[src/rtl/imm_pack_encoder_rv32i_pkg.sv]
// Shared types and constants for the RV32I immediate packer.
package imm_pack_encoder_rv32i_pkg;

   typedef enum logic [2:0] {
      IMM_I = 3'b000,
      IMM_S = 3'b001,
      IMM_B = 3'b010,
      IMM_U = 3'b011,
      IMM_J = 3'b100
   } imm_type_e;

   // Highest immediate bit that must still match the sign bits above it.
   localparam int unsigned SGN_MSB_IS = 11;
   localparam int unsigned SGN_MSB_B  = 12;
   localparam int unsigned SGN_MSB_J  = 20;

   // Base opcodes, handy for benches and program loaders.
   localparam logic [6:0] OPC_OP_IMM = 7'h13;
   localparam logic [6:0] OPC_STORE  = 7'h23;
   localparam logic [6:0] OPC_BRANCH = 7'h63;
   localparam logic [6:0] OPC_LUI    = 7'h37;
   localparam logic [6:0] OPC_JAL    = 7'h6F;

   // True when v[31:msb] are all equal, i.e. v fits a (msb+1)-bit signed field.
   function automatic logic sign_ok(input logic [31:0] v, input int unsigned msb);
      logic [31:0] s;
      s = $unsigned($signed(v) >>> msb);
      return (s == '0) || (s == '1);
   endfunction

endpackage

[src/rtl/imm_pack_encoder_rv32i_if.sv]
// Input and output valid/ready streams of the immediate packer.
interface imm_pack_encoder_rv32i_if;
   logic        in_valid;
   logic        in_ready;
   logic [2:0]  in_immtype;
   logic [31:0] in_imm;
   logic [31:0] in_base;
   logic        out_valid;
   logic        out_ready;
   logic [31:0] out_instr;
   logic [31:0] out_addr;

   modport master (
      output in_valid, in_immtype, in_imm, in_base, out_ready,
      input  in_ready, out_valid, out_instr, out_addr
   );

   modport slave (
      input  in_valid, in_immtype, in_imm, in_base, out_ready,
      output in_ready, out_valid, out_instr, out_addr
   );
endinterface

[src/rtl/imm_pack_comb_rv32i.sv]
// Combinational immediate packing and legality checks.
module imm_pack_comb_rv32i
   import imm_pack_encoder_rv32i_pkg::*;
(
   input  logic [2:0]  i_immtype,
   input  logic [31:0] i_imm,
   input  logic [31:0] i_base,
   output logic [31:0] o_instr,
   output logic        o_err_range,
   output logic        o_err_align,
   output logic        o_err_type
);

   // Overwrite the immediate fields of the base word and flag illegal immediates.
   always_comb begin
      o_instr     = i_base;
      o_err_range = 1'b0;
      o_err_align = 1'b0;
      o_err_type  = 1'b0;
      case (imm_type_e'(i_immtype))
         IMM_I: begin
            o_instr[31:20] = i_imm[11:0];
            o_err_range    = !sign_ok(i_imm, SGN_MSB_IS);
         end
         IMM_S: begin
            o_instr[31:25] = i_imm[11:5];
            o_instr[11:7]  = i_imm[4:0];
            o_err_range    = !sign_ok(i_imm, SGN_MSB_IS);
         end
         IMM_B: begin
            o_instr[31]    = i_imm[12];
            o_instr[30:25] = i_imm[10:5];
            o_instr[11:8]  = i_imm[4:1];
            o_instr[7]     = i_imm[11];
            o_err_range    = !sign_ok(i_imm, SGN_MSB_B);
            o_err_align    = i_imm[0];
         end
         IMM_U: begin
            o_instr[31:12] = i_imm[31:12];
            o_err_align    = (i_imm[11:0] != '0);
         end
         IMM_J: begin
            o_instr[31]    = i_imm[20];
            o_instr[30:21] = i_imm[10:1];
            o_instr[20]    = i_imm[11];
            o_instr[19:12] = i_imm[19:12];
            o_err_range    = !sign_ok(i_imm, SGN_MSB_J);
            o_err_align    = i_imm[0];
         end
         default: o_err_type = 1'b1;
      endcase
   end

endmodule

[src/rtl/imm_pack_encoder_rv32i.sv]
// Stream wrapper: handshake, IMEM address generation, counters, sticky errors.
module imm_pack_encoder_rv32i
   import imm_pack_encoder_rv32i_pkg::*;
#(
   parameter logic [31:0] BASE_ADDR = 32'h0000_0000,
   parameter int unsigned CNT_W     = 16
) (
   input  logic                 clk,
   input  logic                 rst,
   imm_pack_encoder_rv32i_if.slave bus,
   input  logic                 addr_load,
   input  logic [31:0]          addr_value,
   output logic                 err_range,
   output logic                 err_align,
   output logic                 err_type,
   output logic [CNT_W-1:0]     word_count,
   output logic [CNT_W-1:0]     err_count
);

   logic             r_out_valid;
   logic [31:0]      r_out_instr;
   logic [31:0]      r_out_addr;
   logic [31:0]      r_next_addr;
   logic             r_err_range;
   logic             r_err_align;
   logic             r_err_type;
   logic [CNT_W-1:0] r_word_count;
   logic [CNT_W-1:0] r_err_count;

   logic [31:0]      w_instr;
   logic             w_err_range;
   logic             w_err_align;
   logic             w_err_type;
   logic             w_accept;
   logic             w_legal;
   logic             w_drain;
   logic [31:0]      w_addr_base;

   imm_pack_comb_rv32i u_pack (
      .i_immtype   (bus.in_immtype),
      .i_imm       (bus.in_imm),
      .i_base      (bus.in_base),
      .o_instr     (w_instr),
      .o_err_range (w_err_range),
      .o_err_align (w_err_align),
      .o_err_type  (w_err_type)
   );

   assign bus.in_ready = !r_out_valid || bus.out_ready;
   assign w_accept     = bus.in_valid && bus.in_ready;
   assign w_legal      = !(w_err_range || w_err_align || w_err_type);
   assign w_drain      = r_out_valid && bus.out_ready;
   // A same-cycle load takes priority over the running address.
   assign w_addr_base  = addr_load ? (addr_value & ~32'h3) : r_next_addr;

   // Output register stage and next-address counter.
   always_ff @(posedge clk or posedge rst) begin
      if (rst) begin
         r_out_valid <= 1'b0;
         r_out_instr <= '0;
         r_out_addr  <= BASE_ADDR;
         r_next_addr <= BASE_ADDR;
      end else begin
         if (w_accept && w_legal) begin
            r_out_valid <= 1'b1;
            r_out_instr <= w_instr;
            r_out_addr  <= w_addr_base;
            r_next_addr <= w_addr_base + 32'd4;
         end else begin
            if (w_drain) r_out_valid <= 1'b0;
            r_next_addr <= w_addr_base;
         end
      end
   end

   // Sticky error flags and saturating counters.
   always_ff @(posedge clk or posedge rst) begin
      if (rst) begin
         r_err_range  <= 1'b0;
         r_err_align  <= 1'b0;
         r_err_type   <= 1'b0;
         r_word_count <= '0;
         r_err_count  <= '0;
      end else begin
         if (w_accept) begin
            if (w_err_range) r_err_range <= 1'b1;
            if (w_err_align) r_err_align <= 1'b1;
            if (w_err_type)  r_err_type  <= 1'b1;
            if (!w_legal && (r_err_count != '1)) r_err_count <= r_err_count + CNT_W'(1);
         end
         if (w_drain && (r_word_count != '1)) r_word_count <= r_word_count + CNT_W'(1);
      end
   end

   assign bus.out_valid = r_out_valid;
   assign bus.out_instr = r_out_instr;
   assign bus.out_addr  = r_out_addr;
   assign err_range     = r_err_range;
   assign err_align     = r_err_align;
   assign err_type      = r_err_type;
   assign word_count    = r_word_count;
   assign err_count     = r_err_count;

endmodule

[src/flat_wrapper.sv]
// flat-port wrapper written by rule: the top's interface ports become plain ports
module imm_pack_encoder_rv32i_flat import imm_pack_encoder_rv32i_pkg::*;
#(
   parameter logic [31:0] BASE_ADDR = 32'h0000_0000,
   parameter int unsigned CNT_W     = 16
)
  (clk, rst, addr_load, addr_value, err_range, err_align, err_type, word_count, err_count, bus_in_valid, bus_in_immtype, bus_in_imm, bus_in_base, bus_out_ready, bus_in_ready, bus_out_valid, bus_out_instr, bus_out_addr);
  imm_pack_encoder_rv32i_if bus_i ();
  input  logic clk;
  input  logic rst;
  input  logic addr_load;
  input  logic [31:0] addr_value;
  output logic err_range;
  output logic err_align;
  output logic err_type;
  output logic [CNT_W-1:0] word_count;
  output logic [CNT_W-1:0] err_count;
  input wire logic [$bits(bus_i.in_valid)-1:0] bus_in_valid;
  input wire logic [$bits(bus_i.in_immtype)-1:0] bus_in_immtype;
  input wire logic [$bits(bus_i.in_imm)-1:0] bus_in_imm;
  input wire logic [$bits(bus_i.in_base)-1:0] bus_in_base;
  input wire logic [$bits(bus_i.out_ready)-1:0] bus_out_ready;
  output wire logic [$bits(bus_i.in_ready)-1:0] bus_in_ready;
  output wire logic [$bits(bus_i.out_valid)-1:0] bus_out_valid;
  output wire logic [$bits(bus_i.out_instr)-1:0] bus_out_instr;
  output wire logic [$bits(bus_i.out_addr)-1:0] bus_out_addr;
  assign bus_i.in_valid = bus_in_valid;
  assign bus_i.in_immtype = bus_in_immtype;
  assign bus_i.in_imm = bus_in_imm;
  assign bus_i.in_base = bus_in_base;
  assign bus_i.out_ready = bus_out_ready;
  assign bus_in_ready = bus_i.in_ready;
  assign bus_out_valid = bus_i.out_valid;
  assign bus_out_instr = bus_i.out_instr;
  assign bus_out_addr = bus_i.out_addr;
  imm_pack_encoder_rv32i #(.BASE_ADDR(BASE_ADDR), .CNT_W(CNT_W)) u_core (.clk(clk), .rst(rst), .bus(bus_i), .addr_load(addr_load), .addr_value(addr_value), .err_range(err_range), .err_align(err_align), .err_type(err_type), .word_count(word_count), .err_count(err_count));
endmodule
[config.mk]
export PLATFORM = sky130hd
export DESIGN_NAME = imm_pack_encoder_rv32i_flat
export DESIGN_NICKNAME = d
export VERILOG_FILES = /design/src/rtl/imm_pack_encoder_rv32i_pkg.sv /design/src/rtl/imm_pack_encoder_rv32i_if.sv /design/src/rtl/imm_pack_comb_rv32i.sv /design/src/rtl/imm_pack_encoder_rv32i.sv /design/src/flat_wrapper.sv
export SDC_FILE = /design/constraint.sdc
export NUM_CORES = 1
export LEC_CHECK = 0
export CAP_MARGIN = 20
export CORE_UTILIZATION = 35
export CTS_BUF_LIST = sky130_fd_sc_hd__clkbuf_4
export CTS_CLUSTER_SIZE = 24
export DETAILED_ROUTE_END_ITERATION = 10
export PLACE_DENSITY = 0.65
export SLEW_MARGIN = 5
export SYNTH_ARGS = -nofsm -noshare
export SYNTH_HDL_FRONTEND = slang
export SYNTH_SLANG_ARGS = --single-unit
[constraint.sdc]
create_clock -name clk -period 4 [get_ports clk]
set_input_delay 0.4 -clock clk [delete_from_list [all_inputs] [get_ports clk]]
set_output_delay 0.4 -clock clk [all_outputs]
set_load 0.02 [all_outputs]
==> After elaboration in Yosys (flattened, before gate mapping) <==
Cells that the tools add are included.
{ "word_totals": {"register_bits": 132, "inputBits": 104} }
{ "op_classes": {"n_addsub": 3, "eq_ne": 9, "muxes": 11, "bitwise_logic": 1, "reduce_logical": 30} }
{ "ops": {"columns": ["cell", "count"], "rows": [
  ["equality test 32 bit, second input constant", 3],
  ["logical NOT 32 bit", 3],
  ["2-to-1 mux 32 bit", 2],
  ["adder 16 x 1 -> 16 bit, second input constant", 2],
  ["adder 32 x 3 -> 32 bit, second input constant", 1],
  ["inequality test 16 bit, second input constant", 2],
  ["one-hot mux 7 bit (4 select lines)", 1],
  ["one-hot mux 5 bit (3 select lines)", 1],
  ["nonzero test 12 bit", 1],
  ["one-hot mux 5 bit (2 select lines)", 1],
  ["2-to-1 mux 8 bit", 1],
  ["AND reduction 2 bit", 4],
  ["equality test 3 x 2 -> 1 bit, second input constant", 2],
  ["logical OR 1 bit", 6],
  ["OR reduction 2 bit", 3],
  ["logical AND 1 bit", 5],
  ["logical NOT 1 bit", 5],
  ["OR reduction 5 bit", 1],
  ["equality test 3 x 1 -> 1 bit, second input constant", 1],
  ["equality test 3 bit, second input constant", 1],
  ["logical NOT 3 bit", 1],
  ["2-to-1 mux 1 bit", 3],
  ["one-hot mux 1 bit (3 select lines)", 1],
  ["one-hot mux 1 bit (2 select lines)", 1],
  ["other kinds (2)", 2]
]} }

==> Logic depth before layout (Yosys ltp) <==
Gate-level depths: netlist of the first run.
{ "depth": {"depth_word": 9, "depth_mapped": 12} }

==> Hierarchy <==
Synthesis of the first run repeated with hierarchy kept, for this count alone.
{ "hier_totals": {"cells_unflattened": 644, "area_unflattened_um2": 6891.6} }
{ "modules_own_cells": {"columns": ["mod", "instances", "cells_per_inst", "area_each_um2"], "rows": [
  ["imm_pack_encoder_rv32i", 1, 510, 6054.6],
  ["imm_pack_comb_rv32i", 1, 134, 837.1]
]} }

==> Least setup slack after synthesis of the first run <==
No wires, ideal clock.
{ "synth_timing": {"path_type": "input-to-reg", "startpoint": "input addr_load", "endpoint": "register u_core.r_next_addr[14]", "arrival_time_ns": 2.527, "t_required_ns": 3.868, "setup_slack_ns": 1.342, "cell_stages": 12, "n_path_buf": 4, "cell_sequence": "buf_2 > buf_2 > buf_1 > mux2_2 > ha_1 > inv_1 > nor2_1 > and2_1 > nand4_1 > buf_2 > nor3_1 > xor2_1"} }
{ "synth_between": {"elab_chain_len": 3} }
{ "synth_lines": {"columns": ["element", "line_no", "source"], "rows": [
  ["from (decl)", "flat_wrapper.sv:11", "input logic addr_load;"],
  ["2-to-1 mux 32 bit", "imm_pack_encoder_rv32i.sv:54", "assign w_addr_base = addr_load ? (addr_value & ~32'h3) : r_next_addr;"],
  ["net u_core.w_addr_base[2]", "imm_pack_encoder_rv32i.sv:37", "logic [31:0] w_addr_base;"],
  ["adder 32 x 3 -> 32 bit", "imm_pack_encoder_rv32i.sv:68", "r_next_addr <= w_addr_base + 32'd4;"],
  ["2-to-1 mux 32 bit", "imm_pack_encoder_rv32i.sv:64", "if (w_accept && w_legal) begin"],
  ["to (signal assigned)", "imm_pack_encoder_rv32i.sv:68", null],
  ["to (signal assigned)", "imm_pack_encoder_rv32i.sv:71", "r_next_addr <= w_addr_base;"],
  ["to (decl)", "imm_pack_encoder_rv32i.sv:23", "logic [31:0] r_next_addr;"]
]} }
The timed path passes the listed nets, and every way through them passes these cells.
A chain may end at the register's enable or synchronous reset.

==> Worst setup path in the final report of the first run <==
{ "layout_timing": {"startpoint": "input bus_in_imm[28]", "endpoint": "register u_core.r_next_addr[24]"} }
{ "layout_between": {"elab_chain_len": 9} }
{ "layout_lines": {"columns": ["element", "line_no", "source"], "rows": [
  ["from (decl)", "flat_wrapper.sv:20", "input wire logic [$bits(bus_i.in_imm)-1:0] bus_in_imm;"],
  ["equality test 32 bit or logical NOT 32 bit (tied branches)", "imm_pack_encoder_rv32i_pkg.sv:28", "return (s == '0) || (s == '1);"],
  ["logical OR 1 bit", "imm_pack_encoder_rv32i_pkg.sv:28", null],
  ["logical NOT 1 bit (on tied branches)", null, null],
  ["one-hot mux 1 bit (3 select lines) (*)", "imm_pack_comb_rv32i.sv:20", "case (imm_type_e'(i_immtype))"],
  ["logical OR 1 bit (*) (2 in series)", "imm_pack_encoder_rv32i.sv:51", "assign w_legal = !(w_err_range || w_err_align || w_err_type);"],
  ["logical NOT 1 bit (*)", "imm_pack_encoder_rv32i.sv:51", null],
  ["logical AND 1 bit (*)", "imm_pack_encoder_rv32i.sv:64", null],
  ["2-to-1 mux 32 bit (*)", "imm_pack_encoder_rv32i.sv:64", null]
]} }
Every way passes the cells marked *; elsewhere a longest branch is shown, timed or not.

==> results of run 1 <==
[how the worst max path moves through the flow]
stage,from,to,slack [ps],cells past startpoint
after floorplan,rst,u_core.bus.out_addr[0]$_DFFE_PP0P_,70,1
after global placement,bus_in_imm[28],u_core.r_next_addr[24]$_DFF_PP0_,600,9
after detailed placement,bus_in_imm[13],u_core.r_next_addr[24]$_DFF_PP0_,530,9
after CTS,bus_in_imm[28],u_core.r_next_addr[24]$_DFF_PP0_,1140,9
after global routing,bus_in_imm[13],u_core.r_next_addr[24]$_DFF_PP0_,940,9
final,bus_in_imm[28],u_core.r_next_addr[24]$_DFF_PP0_,1090,9
[worst reg2reg max path, cell delays in order, from the launching register on]
cell and delay [ps]:
dfrtp_1 410, nand3b_1 100, a22oi_1 280, and3_1 250, a21boi_1 350, nand2_2 240, nor4_1 360, xnor2_1 160
[cell type report]
cell class,instances,share of cell area [%]
inverter,6,0.300
multi-input combinational,457,34.7
antenna,1,0.0272
clock buffer,18,1.47
timing repair buffer,215,23.2
tap,234,3.19
sequential,132,36.0
clock inverter,13,1.21
[Yosys cell counts (2+ instances only)]
library cell	instances	area (um2)
and3_1	8	50.1
o21ai_1	35	175
a21oi_1	17	85.1
or3_1	2	12.5
ha_1	3	37.5
o21ai_0	12	60.1
nor4_1	10	62.6
a32oi_1	6	52.6
nand2_1	66	248
nor4_2	6	75.1
nand4_1	32	200
buf_1	4	15.0
and4_1	2	17.5
nor3_1	9	45.0
o21a_1	2	15.0
a31oi_1	7	43.8
inv_1	6	22.5
mux2_2	18	203
o22ai_1	2	12.5
a32o_1	3	30.0
a22o_1	12	105
buf_2	10	50.1
nand3b_1	3	22.5
a21o_1	5	37.5
mux2i_1	31	310
xnor2_1	48	420
nand3_1	12	60.1
o21bai_1	3	22.5
nor2_1	31	116
or2_2	3	18.8
nor2b_1	13	81.3
mux2_1	20	225
dfrtp_1	132	3300
and2_1	6	37.5
xor2_1	13	114
clkbuf_1	22	82.6
[metal layers]
layer	routed length, um	global-route usage, %	vias to the layer above	share of wire, %
li1	-	-	2656	-
met5	0	0	-	0
met1	7780	23.0	2622	45
met2	8430	31.1	146	49
met4	148	4.57	0	0.85
met3	998	5.57	12	5.8
[state kept, by name, summed over array words and instances (netlist names)]
signal	cells
u_core.bus.out_addr	32
u_core.bus.out_instr	32
u_core.bus.out_valid	1
u_core.err_align	1
u_core.err_count	16
u_core.err_range	1
u_core.err_type	1
u_core.r_next_addr	32
u_core.word_count	16
[stage by stage]
stage                     power (uW)  area (um2)
after detailed placement        3160        8940
after global placement          3140        8940
after floorplan                 2450        6640
final                           3930        9190
after global routing            4170        9190
after CTS                       3990        9190
[power groups by stage]
stage | Combinational, uW | Clock, uW | Sequential [uW]
floorplan | 415 | 0 | 2030
global placement | 1360 | 0 | 1770
detailed placement | 1380 | 0 | 1780
CTS | 1380 | 853 | 1760
global route | 1460 | 911 | 1790
finish | 1360 | 817 | 1750
[logic make-up after synthesis]
family / count (synthesis) / synth area share [%]
buffers and inverters: 42 / 2.56
muxes: 69 / 11.1
AOI/OAI and AO/OA: 114 / 11.3
and+or+nand+nor: 210 / 16.7
adders and majority gates: 3 / 0.565
DFF: 132 / 49.7
xor gates and xnor gates: 61 / 8.04
==> out/qor.yml, run 1 <==
layout_common_cells: "clkdlybuf4s50_1 (201), dfrtp_1 (132), nand2_1 (66), xnor2_1 (48), o21ai_1 (35)"
final_hold_viol_count: 0
grt_pass1_vias: 5502
cts_tree: "built"
routed_wl_um: 17400
finClkSkew_ps: 25.2
start_util_pct: 35.6
die_w_um: 140
cts.htree.levels: 4
cp_top_family: "simple AND/OR/NAND/NOR gates"
fin_util_pct: 49.3
ctsResizeCount: 0
path_max_fanout: 7
cp_common_cell: "nand4_1"
drive_gt1_share_pct: 9.39
die_h_um: 140
cp-end-kind: "flop"
antenna_left: 0
leakage_uw: 0.00371
ys_seq_area_share_pct: 49.7
track_usage_pct: 18.4
pwr-share-comb_pct: 34.7
io_pins: 205
hpwl_um: 12700
syn_to_final_growth_pct: 38.3
finalSetupTns_ps: 0
gp_congestion: 0.737
p_clk_share_pct: 20.8
dp.cells: 1044
reg2reg_depth: 7
grt_pass1_wl_um: 28500
worstPathArrival_ps: 3360
drtPass1Iterations: 4
regArea_um2: 3300
start_kind: "input port"
vias: 5436
rsz0062_at_grt: "no"
port_buffers: 202
drc_errors: 0
status: "completed"
cpPeakStageDelay_ps: 550
async_reset_ff_share_pct: 100
clockRootBuffer: "clkbuf_4"
fin_hold_ws_ps: 367
fin_crit_sh_pct: 72.7
ys_ff_latch: 132
internal_power_uw: 2570
setup_slack_ps: 1090
finalSetupViolCount: 0
slew_headroom_pct: 39.8
ff2ff_setup_slack_ps: 1780
drv_slew: 0
die_area_um2: 19500
p_switching_uw: 1360
r2r-end: "u_core.r_next_addr[24]$_DFF_PP0_"
numCtsBuffers: 17
clkTransAtPathRegs_ps: 120
drt-wirelength-per-cell_um: 16.1
rr_startpoint: "u_core.r_next_addr[13]$_DFF_PP0_"
synth_area_um2: 6640
switching_share_pct: 34.6
worst_pin_slew_ps: 903
power.share.sequential_pct: 44.6
fmax_ghz: 0.344
dpl_worst_slack_ps: 535
clock_latency_ps: 530
drt_iter0_drc: 202
clock-sinks: 132
nNetsFinal: 936
path_class: "input port to flop"
max_cap_violations: 0
path_buf_inv: 2
synth.distinct_cells: 53
syn_inst: 631
holdCritPathClass: "input port to asynchronous set/reset pin"
fp-row-count: 50
synth_edf_count: 0
synth_flop_cell: "dfrtp_1"
ctsHoldBuffers: 0
crit_chain: "clkdlybuf4s50_1, nand4_1, or3_1, o221a_1, a211oi_4, nand4_1, buf_4, nor4_1, xnor2_1"
syn_avg_cell_area_um2: 10.5
overflow: 0
coreArea_um2: 18600
synth_nets: 738
final_cell_count_no_fill: 1076
peakVddDrop_mv: 0.329
ys_warn_count: 0
cts_setup_buffers: 0
cp_slowest_cell: "clkdlybuf4s50_1"
viasPerCell: 5.05
antenna_found_initial: 1
power_density_nw_per_um2: 428
layout_commonest_cell: "clkdlybuf4s50_1"
required_ps: 4460
grt_max_degree: 84
multi_input_area_um2: 3190
clk_path_buf_depth: 2
fill_cells: 1765
period_needed_ps: 2910
Power figures use the tool's default switching activity.
==> run 2: changes to the inputs <==
--- a/config.mk
+++ b/config.mk
@@ -10,7 +10,7 @@
 export CTS_BUF_LIST = sky130_fd_sc_hd__clkbuf_4
 export CTS_CLUSTER_SIZE = 24
 export DETAILED_ROUTE_END_ITERATION = 10
-export PLACE_DENSITY = 0.65
+export PLACE_DENSITY = 0.63
 export SLEW_MARGIN = 5
 export SYNTH_ARGS = -nofsm -noshare
 export SYNTH_HDL_FRONTEND = slang
==> constraint.sdc (replaced) <==
create_clock -name clk -period 2.9 [get_ports clk]
set_input_delay 0.29 -clock clk [delete_from_list [all_inputs] [get_ports clk]]
set_output_delay 0.29 -clock clk [all_outputs]
set_load 0.02 [all_outputs]
==> out/qor.yml, run 2 (synthesis results as in run 1) <==
status: "completed"  # unchanged
start_kind: "input port"  # unchanged
grt_pass1_wl_um: 29400  # was 28,500 um
finalSetupViolCount: 0  # unchanged
final_cell_count_no_fill: 1098  # was 1,076
cp-end-kind: "flop"  # unchanged
fill_cells: 1721  # was 1,765
ctsResizeCount: 0  # unchanged
final_hold_viol_count: 0  # unchanged
path_class: "input port to flop"  # unchanged
grt_max_degree: 133  # was 84
finalSetupTns_ps: 0  # unchanged
fp-row-count: 50  # unchanged
clock-sinks: 132  # unchanged
rsz0062_at_grt: "no"  # unchanged
numCtsBuffers: 17  # unchanged
reg2reg_depth: 6  # was 7
coreArea_um2: 18600  # unchanged
drt_iter0_drc: 200  # was 202
nNetsFinal: 958  # was 936
drive_gt1_share_pct: 11.4  # was 9.39%
ctsHoldBuffers: 0  # unchanged
drtPass1Iterations: 4  # unchanged
die_area_um2: 19500  # unchanged
worstPathArrival_ps: 2920  # was 3360 ps
dp.cells: 1066  # was 1,044
antenna_found_initial: 1  # unchanged
start_util_pct: 35.6  # unchanged
max_cap_violations: 0  # unchanged
overflow: 0  # unchanged
finClkSkew_ps: 14.1  # was 25.2 ps
leakage_uw: 0.00383  # was 0.00371 uW
clockRootBuffer: "clkbuf_4"  # unchanged
holdCritPathClass: "input port to asynchronous set/reset pin"  # unchanged
io_pins: 205  # unchanged
gp_congestion: 0.837  # was 0.737
grt_pass1_vias: 5795  # was 5,502
port_buffers: 202  # unchanged
routed_wl_um: 17800  # was 17,400 um
drv_slew: 0  # unchanged
viasPerCell: 5.11  # was 5.05
track_usage_pct: 19.0  # was 18.4%
clock_latency_ps: 530  # about the same
fmax_ghz: 0.399
power_density_nw_per_um2: 598  # was 428 nW/um2
cts.htree.levels: 4  # unchanged
period_needed_ps: 2510
p_total_uw: 5640  # was 3930 uW
peakVddDrop_mv: 0.347  # was 0.329 mV
drt-wirelength-per-cell_um: 16.2  # was 16.1 um
worst_pin_slew_ps: 1050  # was 903 ps
fin_util_pct: 50.5  # was 49.3%
syn_to_final_growth_pct: 41.8  # was 38.3%
layout_common_cells: "clkdlybuf4s50_1 (201), dfrtp_1 (132), nand2_1 (66), xnor2_1 (48), o21ai_1 (35)"  # unchanged
cts_tree: "built"  # unchanged
required_ps: 3320  # was 4460 ps
drc_errors: 0  # unchanged
cts_setup_buffers: 0  # unchanged
layout_commonest_cell: "clkdlybuf4s50_1"  # unchanged
clkTransAtPathRegs_ps: 120  # about the same
antenna_left: 0  # unchanged
fin_crit_sh_pct: 86.5
hpwl_um: 13200  # was 12,700 um
vias: 5614  # was 5,436
clk_path_buf_depth: 2  # unchanged
slew_headroom_pct: 30.1  # was 39.8%
die_h_um: 140  # unchanged
path_max_fanout: 15  # was 7
die_w_um: 140  # unchanged
-- run 2: per-stage QoR --
stage	area, um2	worst slack [ps]	hold slack [ps]
6_report	9420	393	305
5_1_grt	9420	198	287
4_1_cts	9420	415	266
3_5_place_dp	9130	-126	472
3_3_place_gp	9130	-84.1	464
2_1_floorplan	6650	352	422
-- run 2: worst paths after layout --
path                                                 startpoint                             endpoint  slack [ps]
worst max-delay path                             bus_in_imm[20]     u_core.err_count[15]$_DFFE_PP0P_         390
max in group asynchronous                                   rst     u_core.err_count[11]$_DFFE_PP0P_        2080
min in group clk                                      addr_load      u_core.r_next_addr[1]$_DFF_PP0_         310
worst min-delay path                                        rst  u_core.bus.out_addr[26]$_DFFE_PP0P_         300
worst max register to register  u_core.err_count[8]$_DFFE_PP0P_     u_core.err_count[15]$_DFFE_PP0P_         400
worst min register to register      u_core.err_type$_DFFE_PP0P_          u_core.err_type$_DFFE_PP0P_         500
-- run 2: worst max-delay path, stage by stage --
cell	delay (ps)
clkdlybuf4s50_1	550
nor4_1	90
nand3_1	140
a2bb2oi_1	290
a211oi_4	110
buf_4	170
a221oi_2	860
nand4_1	230
xnor2_1	190
-- run 2: area by class of cell --
cell class	count	area [um2]	share of cell area (%)
Clock inverter	14	161	1.71
Sequential cell	132	3300	35.1
Timing Repair Buffer	237	2320	24.6
Tap cell	234	293	3.11
Clock buffer	17	128	1.35
Antenna cell	1	2.50	0.0266
Inverter	6	26.3	0.279
Multi-Input combinational cell	457	3190	33.8
-- run 2: per-layer routing --
metal,track usage (%),up-vias,share of wire (%)
met5,0,-,0
met4,6.19,0,1.5
met3,5.78,21,6.4
met2,32.0,163,49
met1,23.0,2720,43
li1,-,2710,-
-- run 2: where the power goes --
group	switching, uW	total [uW]	leakage (uW)	internal, uW
registers	237	2420	0.00164	2190
clock network	712	1300	0.000152	589
logic	952	1910	0.00204	960
==> run 3: changes to the inputs <==
--- a/config.mk
+++ b/config.mk
@@ -10,7 +10,6 @@
 export CTS_BUF_LIST = sky130_fd_sc_hd__clkbuf_4
 export CTS_CLUSTER_SIZE = 24
 export DETAILED_ROUTE_END_ITERATION = 10
-export PLACE_DENSITY = 0.63
 export SLEW_MARGIN = 5
 export SYNTH_ARGS = -nofsm -noshare
 export SYNTH_HDL_FRONTEND = slang
==> out/qor.yml, run 3 (synthesis results as in run 1) <==
fin_hold_ws_ps: 249  # was 305 ps
required_ps: 3330  # was 3320 ps
grt_max_degree: 55  # was 133
hpwl_um: 13800  # was 13,200 um
cts.htree.levels: 4  # unchanged
switching_share_pct: 32.3  # was 33.7%
clk_path_buf_depth: 2  # unchanged
drc_errors: 0  # unchanged
drt-wirelength-per-cell_um: 16.7  # was 16.2 um
period_needed_ps: 2510  # about the same
track_usage_pct: 19.5  # was 19.0%
holdCritPathClass: "input port to asynchronous set/reset pin"  # unchanged
finalSetupViolCount: 0  # unchanged
dp.cells: 1072  # was 1,066
status: "completed"  # unchanged
postPlaceCellArea_um2: 9200  # was 9130 um2
fmax_ghz: 0.398  # was 0.399 GHz
cts_tree: "built"  # unchanged
ctsResizeCount: 0  # unchanged
finClkSkew_ps: 20.5  # was 14.1 ps
max_cap_violations: 0  # unchanged
slew_headroom_pct: 30.4  # was 30.1%
clock-sinks: 132  # unchanged
power_density_nw_per_um2: 620  # was 598 nW/um2
power.share.sequential_pct: 41.0  # was 43.0%
antenna_found_initial: 1  # unchanged
r2r-end: "u_core.err_count[7]$_DFFE_PP0P_"  # was u_core.err_count[15]$_DFFE_PP0P_
port_buffers: 202  # unchanged
gp_congestion: 0.839  # was 0.837
p_clk_share_pct: 26.6  # was 23.1%
drv_slew: 0  # unchanged
pwr-share-comb_pct: 32.4  # was 33.9%
rr_startpoint: "u_core.err_count[7]$_DFFE_PP0P_"  # was u_core.err_count[8]$_DFFE_PP0P_
worst_pin_slew_ps: 1040  # was 1050 ps
fin_crit_sh_pct: 86.6  # was 86.5%
final_cell_count_no_fill: 1105  # was 1,098
fp-row-count: 50  # unchanged
reg2reg_depth: 6  # unchanged
die_w_um: 140  # unchanged
antenna_left: 0  # unchanged
internal_power_uw: 4020  # was 3730 uW
drtPass1Iterations: 5  # was 4
clock_latency_ps: 540  # was 530 ps
p_switching_uw: 1920  # was 1900 uW
start_kind: "flop"  # was input port
drt_iter0_drc: 213  # was 200
fin_area_um2: 9570  # was 9420 um2
cts_setup_buffers: 0  # unchanged
clockRootBuffer: "clkbuf_4"  # unchanged
clkTransAtPathRegs_ps: 130  # was 120 ps
final_hold_viol_count: 0  # unchanged
die_area_um2: 19500  # unchanged
path_max_fanout: 15  # unchanged
drive_gt1_share_pct: 12.3  # was 11.4%
layout_common_cells: "clkdlybuf4s50_1 (201), dfrtp_1 (132), nand2_1 (66), xnor2_1 (48), buf_4 (36)"  # was clkdlybuf4s50_1 (201), dfrtp_1 (132), nand2_1 (66), xnor2_1 (48), o21ai_1 (35)
cp-end-kind: "flop"  # unchanged
finalSetupTns_ps: 0  # unchanged
peakVddDrop_mv: 0.547  # was 0.347 mV
viasPerCell: 5.15  # was 5.11
leakage_uw: 0.00391  # was 0.00383 uW
grt_pass1_wl_um: 30000  # was 29,400 um
numCtsBuffers: 17  # unchanged
grt_pass1_vias: 5800  # was 5,795
die_h_um: 140  # unchanged
path_class: "flop to flop"  # was input port to flop
io_pins: 205  # unchanged
ff2ff_setup_slack_ps: 390  # was 400 ps
p_total_uw: 5930  # was 5640 uW
syn_to_final_growth_pct: 44.0  # was 41.8%
overflow: 0  # unchanged
start_util_pct: 35.6  # unchanged
rsz0062_at_grt: "no"  # unchanged
vias: 5692  # was 5,614
nNetsFinal: 964  # was 958
ctsHoldBuffers: 0  # unchanged
coreArea_um2: 18600  # unchanged
layout_commonest_cell: "clkdlybuf4s50_1"  # unchanged
worstPathArrival_ps: 2940  # was 2920 ps
routed_wl_um: 18500  # was 17,800 um
==> run 3: cell count changes in the layout (fill, tap and decap cells not counted), sizes merged <==
cell	delta
buf	+6
bufinv	+3
clkinv	-3
clkbuf	+1
==> run 3: how the worst max path moves through the flow <==
| stage | startpoint | endpoint | slack [ps] |
|---|---|---|---|
| 2_1_floorplan | addr_load | u_core.r_next_addr[14]$_DFF_PP0_ | 350 |
| 3_3_place_gp | bus_in_imm[12] | u_core.r_next_addr[31]$_DFF_PP0_ | -80 |
| 3_5_place_dp | bus_in_imm[12] | u_core.err_count[7]$_DFFE_PP0P_ | -120 |
| 4_1_cts | u_core.err_count[7]$_DFFE_PP0P_ | u_core.err_count[7]$_DFFE_PP0P_ | 400 |
| 5_1_grt | u_core.err_count[7]$_DFFE_PP0P_ | u_core.err_count[7]$_DFFE_PP0P_ | 220 |
| 6_report | u_core.err_count[7]$_DFFE_PP0P_ | u_core.err_count[7]$_DFFE_PP0P_ | 390 |
==> run 3: metal layers <==
layer | GRT usage (%) | routed length [um] | part of all wire, % | vias to the layer above
li1 | - | - | - | 2725
met1 | 25.3 | 8440 | 46 | 2790
met2 | 31.2 | 8700 | 47 | 154
met3 | 5.09 | 904 | 4.9 | 23
met4 | 7.17 | 413 | 2.2 | 0
met5 | 0 | 0 | 0 | -
==> run 3: critical path: stages, from the launching register on <==
cell and delay, ps:
dfrtp_1 440, and3_1 210, and3_1 210, and3_1 230, a221oi_2 880, nand4_1 240
xnor2_1 180
==> run 3: per-stage QoR <==
step           utilization, %  setup slack [ps]
2_1_floorplan               -               352
3_3_place_gp             49.3             -76.4
3_5_place_dp             49.3              -121
4_1_cts                  51.3               396
5_1_grt                  51.3               224
6_report                 51.3               389
==> run 3: cell type report <==
class                   instances  area [um2]
flip-flops and latches        132        3300
fillers                      1689        9080
clock inverters                14         231
repair buffers                243        2390
inverters                       6        26.3
clock buffers                  18         135
multi-input cells             457        3190
diodes                          1        2.50
well taps                     234         293
==> run 3: power by group through the flow <==
stage / registers (uW) / logic [uW] / clock network, uW
finish: 2430 / 1920 / 1580
global route: 2480 / 2070 / 1730
CTS: 2430 / 1950 / 1630
detailed placement: 2470 / 1940 / 0
global placement: 2450 / 1920 / 0
floorplan: 2800 / 573 / 0
